### src/rtl/xz_opmode_sequencer_if.sv
// Command/status bundle between the X/Z opmode sequencer and its controller.
// The controller (master) issues commands and aborts; the sequencer (slave)
// drives the DSP mux selects, register enables and status.
interface xz_opmode_sequencer_if #(
    parameter int unsigned CNT_W = 8
) ();
    logic             cmd_valid;
    logic             cmd_ready;
    logic [1:0]       cmd_op;
    logic [CNT_W-1:0] cmd_len;
    logic             abort;
    logic [1:0]       x_sel;
    logic [1:0]       z_sel;
    logic             ce_m;
    logic             ce_p;
    logic             busy;
    logic             done;
    logic [CNT_W-1:0] term_cnt;

    modport master (
        output cmd_valid, cmd_op, cmd_len, abort,
        input  cmd_ready, x_sel, z_sel, ce_m, ce_p, busy, done, term_cnt
    );

    modport slave (
        input  cmd_valid, cmd_op, cmd_len, abort,
        output cmd_ready, x_sel, z_sel, ce_m, ce_p, busy, done, term_cnt
    );
endinterface

### src/rtl/xz_opmode_sequencer.sv
// X/Z operand-mux and M/P enable sequencer for the DSP slice.
// Accepts one command per handshake and steps the selects through CLEAR, MAC,
// ADD_C and PASS_CAT sequences, pulsing done at the end.
// Optional feature: define XZ_SEQ_ROUND_EN to load C (z_sel=11) on the first
// ACCUM cycle of a MAC as a rounding constant; otherwise that cycle uses z_sel=00.
module xz_opmode_sequencer #(
    parameter int unsigned CNT_W    = 8,
    parameter int unsigned PIPE_LAT = 2   // legal 1..3
) (
    input logic                  clk,
    input logic                  rst_n,
    xz_opmode_sequencer_if.slave bus
);

    typedef enum logic [2:0] {StIdle, StFill, StAccum, StExec, StDone} state_e;

    localparam logic [1:0] OpClear   = 2'b00;
    localparam logic [1:0] OpMac     = 2'b01;
    localparam logic [1:0] OpAddC    = 2'b10;
    localparam logic [1:0] OpPassCat = 2'b11;

    localparam logic [1:0] XZero = 2'b00;
    localparam logic [1:0] XM    = 2'b01;
    localparam logic [1:0] XP    = 2'b10;
    localparam logic [1:0] XCat  = 2'b11;
    localparam logic [1:0] ZZero = 2'b00;
    localparam logic [1:0] ZP    = 2'b10;
    localparam logic [1:0] ZC    = 2'b11;

`ifdef XZ_SEQ_ROUND_EN
    localparam logic [1:0] ZFirstAccum = ZC;
`else
    localparam logic [1:0] ZFirstAccum = ZZero;
`endif

    localparam logic [1:0]       FillLast = 2'(PIPE_LAT);
    localparam logic [CNT_W-1:0] CntMax   = {CNT_W{1'b1}};

    state_e           state_q, state_d;
    logic [1:0]       op_q, op_d;
    logic [CNT_W-1:0] len_q, len_d;
    logic [1:0]       fill_cnt_q, fill_cnt_d;
    logic [CNT_W-1:0] term_cnt_q, term_cnt_d;
    logic [1:0]       x_sel_q, x_sel_d;
    logic [1:0]       z_sel_q, z_sel_d;
    logic             ce_m_q, ce_m_d;
    logic             ce_p_q, ce_p_d;
    logic             busy_q, busy_d;
    logic             done_q, done_d;

    // Next-state, command latch and term counter.
    always_comb begin
        state_d    = state_q;
        op_d       = op_q;
        len_d      = len_q;
        fill_cnt_d = fill_cnt_q;
        term_cnt_d = term_cnt_q;

        if (bus.abort) begin
            state_d = StIdle;
        end else begin
            unique case (state_q)
                StIdle: begin
                    if (bus.cmd_valid) begin
                        op_d       = bus.cmd_op;
                        // A zero-length MAC still accumulates one term.
                        len_d      = (bus.cmd_len == '0) ? CNT_W'(1) : bus.cmd_len;
                        fill_cnt_d = 2'd1;
                        term_cnt_d = '0;
                        state_d    = (bus.cmd_op == OpMac) ? StFill : StExec;
                    end
                end
                StFill: begin
                    if (fill_cnt_q >= FillLast) begin
                        state_d = StAccum;
                    end else begin
                        fill_cnt_d = fill_cnt_q + 2'd1;
                    end
                end
                StAccum: begin
                    // term_cnt_q already includes the current cycle.
                    if (term_cnt_q >= len_q) begin
                        state_d = StDone;
                    end
                end
                StExec:  state_d = StDone;
                StDone:  state_d = StIdle;
                default: state_d = StIdle;
            endcase
        end

        // Count the term being accumulated in the upcoming ACCUM cycle; saturate.
        if (state_d == StAccum && term_cnt_q != CntMax) begin
            term_cnt_d = term_cnt_q + CNT_W'(1);
        end
    end

    // Registered outputs decoded from the next state.
    always_comb begin
        x_sel_d = XZero;
        z_sel_d = ZZero;
        ce_m_d  = 1'b0;
        ce_p_d  = 1'b0;
        busy_d  = (state_d != StIdle);
        done_d  = 1'b0;

        unique case (state_d)
            StFill: begin
                ce_m_d = 1'b1;
            end
            StAccum: begin
                ce_m_d  = 1'b1;
                ce_p_d  = 1'b1;
                x_sel_d = XM;
                // First term seeds P; later terms feed back P.
                z_sel_d = (state_q == StAccum) ? ZP : ZFirstAccum;
            end
            StExec: begin
                ce_p_d = 1'b1;
                unique case (op_d)
                    OpAddC: begin
                        x_sel_d = XP;
                        z_sel_d = ZC;
                    end
                    OpPassCat: begin
                        x_sel_d = XCat;
                        z_sel_d = ZZero;
                    end
                    OpClear, OpMac: begin
                        x_sel_d = XZero;
                        z_sel_d = ZZero;
                    end
                    default: ;
                endcase
            end
            StDone: begin
                done_d = 1'b1;
            end
            default: ;
        endcase
    end

    // State and output registers.
    always_ff @(posedge clk or negedge rst_n) begin
        if (!rst_n) begin
            state_q    <= StIdle;
            op_q       <= OpClear;
            len_q      <= '0;
            fill_cnt_q <= '0;
            term_cnt_q <= '0;
            x_sel_q    <= XZero;
            z_sel_q    <= ZZero;
            ce_m_q     <= 1'b0;
            ce_p_q     <= 1'b0;
            busy_q     <= 1'b0;
            done_q     <= 1'b0;
        end else begin
            state_q    <= state_d;
            op_q       <= op_d;
            len_q      <= len_d;
            fill_cnt_q <= fill_cnt_d;
            term_cnt_q <= term_cnt_d;
            x_sel_q    <= x_sel_d;
            z_sel_q    <= z_sel_d;
            ce_m_q     <= ce_m_d;
            ce_p_q     <= ce_p_d;
            busy_q     <= busy_d;
            done_q     <= done_d;
        end
    end

    assign bus.cmd_ready = (state_q == StIdle);
    assign bus.x_sel     = x_sel_q;
    assign bus.z_sel     = z_sel_q;
    assign bus.ce_m      = ce_m_q;
    assign bus.ce_p      = ce_p_q;
    assign bus.busy      = busy_q;
    assign bus.done      = done_q;
    assign bus.term_cnt  = term_cnt_q;

endmodule
### src/flat_wrapper.sv
// flat-port wrapper written by rule: the top's interface ports become plain ports
module xz_opmode_sequencer_flat 
#(
    parameter int unsigned CNT_W    = 8,
    parameter int unsigned PIPE_LAT = 2                
)
  (clk, rst_n, bus_cmd_valid, bus_cmd_op, bus_cmd_len, bus_abort, bus_cmd_ready, bus_x_sel, bus_z_sel, bus_ce_m, bus_ce_p, bus_busy, bus_done, bus_term_cnt);
  xz_opmode_sequencer_if #(.CNT_W(CNT_W)) bus_i ();
  input logic clk;
  input logic rst_n;
  input wire logic [$bits(bus_i.cmd_valid)-1:0] bus_cmd_valid;
  input wire logic [$bits(bus_i.cmd_op)-1:0] bus_cmd_op;
  input wire logic [$bits(bus_i.cmd_len)-1:0] bus_cmd_len;
  input wire logic [$bits(bus_i.abort)-1:0] bus_abort;
  output wire logic [$bits(bus_i.cmd_ready)-1:0] bus_cmd_ready;
  output wire logic [$bits(bus_i.x_sel)-1:0] bus_x_sel;
  output wire logic [$bits(bus_i.z_sel)-1:0] bus_z_sel;
  output wire logic [$bits(bus_i.ce_m)-1:0] bus_ce_m;
  output wire logic [$bits(bus_i.ce_p)-1:0] bus_ce_p;
  output wire logic [$bits(bus_i.busy)-1:0] bus_busy;
  output wire logic [$bits(bus_i.done)-1:0] bus_done;
  output wire logic [$bits(bus_i.term_cnt)-1:0] bus_term_cnt;
  assign bus_i.cmd_valid = bus_cmd_valid;
  assign bus_i.cmd_op = bus_cmd_op;
  assign bus_i.cmd_len = bus_cmd_len;
  assign bus_i.abort = bus_abort;
  assign bus_cmd_ready = bus_i.cmd_ready;
  assign bus_x_sel = bus_i.x_sel;
  assign bus_z_sel = bus_i.z_sel;
  assign bus_ce_m = bus_i.ce_m;
  assign bus_ce_p = bus_i.ce_p;
  assign bus_busy = bus_i.busy;
  assign bus_done = bus_i.done;
  assign bus_term_cnt = bus_i.term_cnt;
  xz_opmode_sequencer #(.CNT_W(CNT_W), .PIPE_LAT(PIPE_LAT)) u_core (.clk(clk), .rst_n(rst_n), .bus(bus_i));
endmodule
### config.mk
export PLATFORM = sky130hd
export DESIGN_NAME = xz_opmode_sequencer_flat
export DESIGN_NICKNAME = d
export VERILOG_FILES = /design/src/rtl/xz_opmode_sequencer_if.sv /design/src/rtl/xz_opmode_sequencer.sv /design/src/flat_wrapper.sv
export SDC_FILE = /design/constraint.sdc
export NUM_CORES = 1
export LEC_CHECK = 0
export BUFFER_PORTS_ARGS = -buffer_cell sky130_fd_sc_hd__buf_2
export CORE_MARGIN = 2
export CORE_UTILIZATION = 40
export DETAILED_ROUTE_END_ITERATION = 6
export MAX_ROUTING_LAYER = met4
export PLACE_DENSITY_LB_ADDON = 0.15
export SLEW_MARGIN = 20
export SYNTH_ARGS = -nofsm -noshare
export SYNTH_HDL_FRONTEND = slang
export SYNTH_SLANG_ARGS = --single-unit
### constraint.sdc
create_clock -name clk -period 2.6 [get_ports clk]
set_input_delay 0 -clock clk [delete_from_list [all_inputs] [get_ports clk]]
set_output_delay 0 -clock clk [all_outputs]
set_load 0.005 [all_outputs]
# After elaboration in Yosys (flattened, before gate mapping)
# Cells that the tools add are included.
# op_classes
n_addsub	2
magnitude_cmp	2
n_eq_ne	15
muxes	25
n_bitwise	1
n_reduce_logical	15
# ops
operator	n
$mux W8	5
$pmux W2 S2	4
$mux W2	7
$eq A3 B2 Y1 const B	4
$mux W3	4
$pmux W3 S4	1
$add A8 B1 Y8 const B	1
$ge A8 B8 Y1	1
$logic_not A8 Y1	1
$ne A8 B8 Y1 const B	1
$eq A3 B1 Y1 const B	2
$pmux W2 S3	1
$reduce_and A3 Y1	2
$reduce_bool A2 Y1	3
$reduce_or A2 Y1	3
$eq A2 B1 Y1 const B	2
$eq A2 B2 Y1 const B	2
$ne A2 B2 Y1 const B	2
$reduce_and A4 Y1	1
$eq A3 B3 Y1 const B	1
$logic_not A3 Y1	1
$mux W1	3
$reduce_bool A3 Y1	1
$reduce_or A3 Y1	1
other kinds (6)	6
# word_totals
ff_bits	31
inputBits	14
wordCells	71

# Depth between registers and ports, before layout
# logic_depth
word_depth	9
ltp_mapped	9
depth_no_buf	9

# Worst setup path before layout
# No wires, ideal clock.
# synth_timing
kind	register -> register
start	reg u_core.term_cnt_q[2], in the netlist u_core.bus.term_cnt[2]
end	reg u_core.term_cnt_q[3], in the netlist u_core.bus.term_cnt[3]
setup_time_ns	0.126
arrival_ns	2.104
required_time_ns	2.474
setup_slack_ns	0.370
path_stages_with_launch	9
n_path_buf	0
synth_period_minus_slack_ns	2.230
path_cell_list	dfrtp_1 -> ha_1 -> and3_1 -> o21ai_1 -> a311o_1 -> a31oi_4 -> inv_4 -> and2_4 -> a221o_1
# synth_between
elab_chain_cells	8
# synth_rtl
element	line	text
from (decl)	xz_opmode_sequencer.sv:43	logic [CNT_W-1:0] term_cnt_q, term_cnt_d;
from (signal assigned)	xz_opmode_sequencer.sv:162	term_cnt_q <= term_cnt_d;
$ge A8 B8 Y1	xz_opmode_sequencer.sv:82	if (term_cnt_q >= len_q) begin
$mux W3	xz_opmode_sequencer.sv:82	
$pmux W3 S4	xz_opmode_sequencer.sv:62	unique case (state_q)
$mux W3	xz_opmode_sequencer.sv:59	if (bus.abort) begin
$eq A3 B2 Y1	xz_opmode_sequencer.sv:93	if (state_d == StAccum && term_cnt_q != CntMax) begin
$logic_and A1 B1 Y1	xz_opmode_sequencer.sv:93	
$ne A2 B1 Y1 (no source line) / $reduce_bool A2 Y1 (equally long branches)	--	
$reduce_and A3 Y1 (no source line)	--	
# Parallel ways exist; a longest one is shown, timed or not.
# A chain may end at the register's enable or synchronous reset.

# Worst setup path in the final report
# Ends and elaborated chain as after synthesis.

==> flow_summary.yaml <==
status:
  status: "completed"
floorplanning:
  rows: 22
  start_util: 0.417
  die_x_um: 66.0
  boundaryPins: 31
  core_area_sq_mm: 0.00369
  die-area_sq_mm: 0.00435
  die_h_um: 66.0
timing:
  max_slew_margin: 0.559
  min_period_ns: 2.42
  fin_crit_sh: 0.929
  finalWorstSetupSlack_ns: 0.185
  slew_viol_final: 0
  setup_viol: 0
  hold_viol: 0
  finClkSkew_ns: 0.00379
  rsz0062_at_grt: "no"
  fmax_mhz: 414
  holdWs_ns: 0.0112
  worstMarginPinSlew_ns: 0.661
  tns_ns: 0
worst_setup_path:
  r2r_cells: 8
  worst_ep_required_time_ns: 2.76
  cp-start-kind: "flip-flop"
  crit_chain: "ha_1, and3_1, o21ai_1, a311o_1, a31oi_4, inv_4, and2_4, a221o_1"
  crit_path_end_kind: "flip-flop"
  crit_type: "reg -> reg"
  cp_slowest_stage_delay_ns: 0.44
  crit_fanout: 8
  slowest_stage: "dfrtp_1"
  arrival_ns: 2.58
cts:
  cts_resized: 0
  post_cts_buffers: 0
  clock_path_buffers: 2
  root_buffer: "clkbuf_8"
  cts_made_buffers: 5
  h-tree-depth: 2
  clk_latency_ns: 0.28
  cts_sinks: 30
  cts_tree: "yes"
  clkSlewWorstSetupHoldPaths_ns: 0.06
global_routing:
  antenna_found_initial: 0
  grt_max_degree: 31
  grt.overflow.total: 0
  grt_pass1_vias: 1192
  grt_pass1_wl_um: 5590
  grt_use_total: 0.177
drt:
  drc: 0
  drt-initial-drc-count: 82
  wl_per_cell_um: 13.8
  dr.pass1.iters: 4
  routed_via_density: 5.09
  vias: 1288
  ant_nets: 0
  wl_um: 3480
final_layout:
  fin_area_sq_mm: 0.00200
  area_growth_pct: 30.2
  final.fill_count: 347
  antennaDiodeCount: 0
  drive_above_1_share: 0.259
  seqCellArea_sq_um: 751
  multi_input_area_sq_um: 716
  layout.nets: 228
  final_util: 0.542
synthesis:
  syn_inst: 153
  synth_area_sq_mm: 0.00154
  async_flop_share: 1.00
  dominantRegCellSynth: "dfrtp_1"
  synth_seq_cells: 30
  syn-num-nets: 177
  ys_seq_area_frac: 0.489
  syn_area_per_cell_sq_um: 10.0
  ys_warn_count: 0
  yosysTopAreaCell: "dfrtp_1"
  synthTopCellsByArea: "dfrtp_1 49%, ha_1 8.1%, nand2_1 5.1%"
  synth_enable_flop_cells: 0
  yosys.cell_types.count: 42
  synth_top_area_frac: 0.489
pwr:
  peakVddDrop_uv: 390
  cellPowerDensity_mw_per_mm2: 860
  p_leak_uw: 0.00103
placement:
  pre_cts_ws_ns: 0.198
  place_area_sq_mm: 0.00178
  dp_hpwl_um: 2520
  gp_congestion: 0.847
  portBuffers: 30
hold_path:
  whs_path_depth: 3
  min_path_type: "in -> reg"
flow_run:
  cap_violations: 0
-- Yosys cell counts (2+ instances only) --
library cell   n
dfrtp_1       30
nand2_1       21
inv_1         14
ha_1          10
o21ai_0        9
nor2_1         6
a21oi_1        4
a31oi_1        4
nand2b_1       4
nor2b_1        4
a211oi_1       3
a21o_1         3
and3_1         3
clkbuf_1       3
nand3_1        3
nor4b_1        3
a221o_1        2
nor4_1         2
o21ai_1        2
-- layout by cell type (no fill, tap or decap), types with 2 or more instances in the layout --
| cell type | n |
|---|---|
| o21ai_0 | 9 |
| nor4_1 | 2 |
| nor2_1 | 6 |
| a21o_1 | 3 |
| dfrtp_1 | 30 |
| a31oi_1 | 4 |
| and3_1 | 3 |
| nand2b_1 | 4 |
| a211oi_1 | 3 |
| dlygate4sd3_1 | 11 |
| a21oi_1 | 4 |
| ha_1 | 10 |
| nor2b_1 | 4 |
| o21ai_1 | 2 |
| inv_1 | 14 |
| buf_2 | 30 |
| buf_4 | 6 |
| nand2_1 | 21 |
| a221o_1 | 2 |
| nand3_1 | 3 |
| nor4b_1 | 3 |
| clkbuf_8 | 8 |
-- power by group --
group          internal (uW)  leakage, uW  switching (uW)
registers                608     0.000390            90.0
logic                    268     0.000585             317
clock network            267    0.0000575             170
total                   1140      0.00103             577
-- cell type report --
class                      count  area share
multi-input combinational    105       0.358
inverter                      15      0.0294
sequential                    30       0.375
clock buffer                   8      0.0550
tap                           48      0.0300
timing repair buffer          47       0.153
-- per-stage QoR --
stage	power (uW)	cells
2_1_floorplan	1070	153
3_3_place_gp	1260	234
3_5_place_dp	1290	234
4_1_cts	1740	253
5_1_grt	1860	253
6_report	1720	253
-- worst max-delay path, delay by kind of cell, from the launching register on --
kind / cells / cell delay [ns]
AOI/OAI and AO/OA: 4 / 1.11
adders and majority gates: 1 / 0.32
buffers and inverters: 1 / 0.09
DFF: 1 / 0.44
and+or+nand+nor: 2 / 0.33
-- state kept, by name, summed over array words and instances (netlist names), 2 cells and up --
signal and count:
u_core.bus.term_cnt 8, u_core.len_q 8, u_core.state_q 3, u_core.bus.x_sel 2, u_core.bus.z_sel 2, u_core.fill_cnt_q 2
-- logic make-up after synthesis --
kind of cell             synth area share
flip-flops                          0.489
AND/OR/NAND/NOR                     0.203
adder cells (fa/ha/maj)            0.0814
multiplexers                       0.0138
buffers and inverters              0.0456
XOR/XNOR                          0.00570
AO/OA/AOI/OAI                       0.162
-- final timing paths --
kind	endpoint	slack [ns]	startpoint
max	u_core.bus.term_cnt[3]	0.18	u_core.bus.term_cnt[2]
min	u_core.len_q[0]	0.01	bus_cmd_len[0]
max reg2reg	u_core.bus.term_cnt[3]	0.18	u_core.bus.term_cnt[2]
min reg2reg	u_core.op_q[0]	0.49	u_core.op_q[0]
max in group asynchronous	u_core.bus.z_sel[1]	1.89	rst_n
min in group asynchronous	u_core.bus.term_cnt[1]	0.28	rst_n
-- repair_timing --
| action | in CTS | in global routing |
|---|---|---|
| endpoints found under the hold margin | 40 | 0 |
| hold buffers | 11 | 0 |
| setup endpoints to repair | 0 | 0 |
-- per-layer routing --
| layer | GRT usage | routed length (um) | vias to the layer above |
|---|---|---|---|
| met5 | - | 0 | - |
| met3 | 0.0460 | 143 | 4 |
| met2 | 0.279 | 1650 | 30 |
| met4 | 0.0612 | 34 | 0 |
| li1 | - | - | 642 |
| met1 | 0.223 | 1650 | 612 |
(Power assumes the default switching activity.)
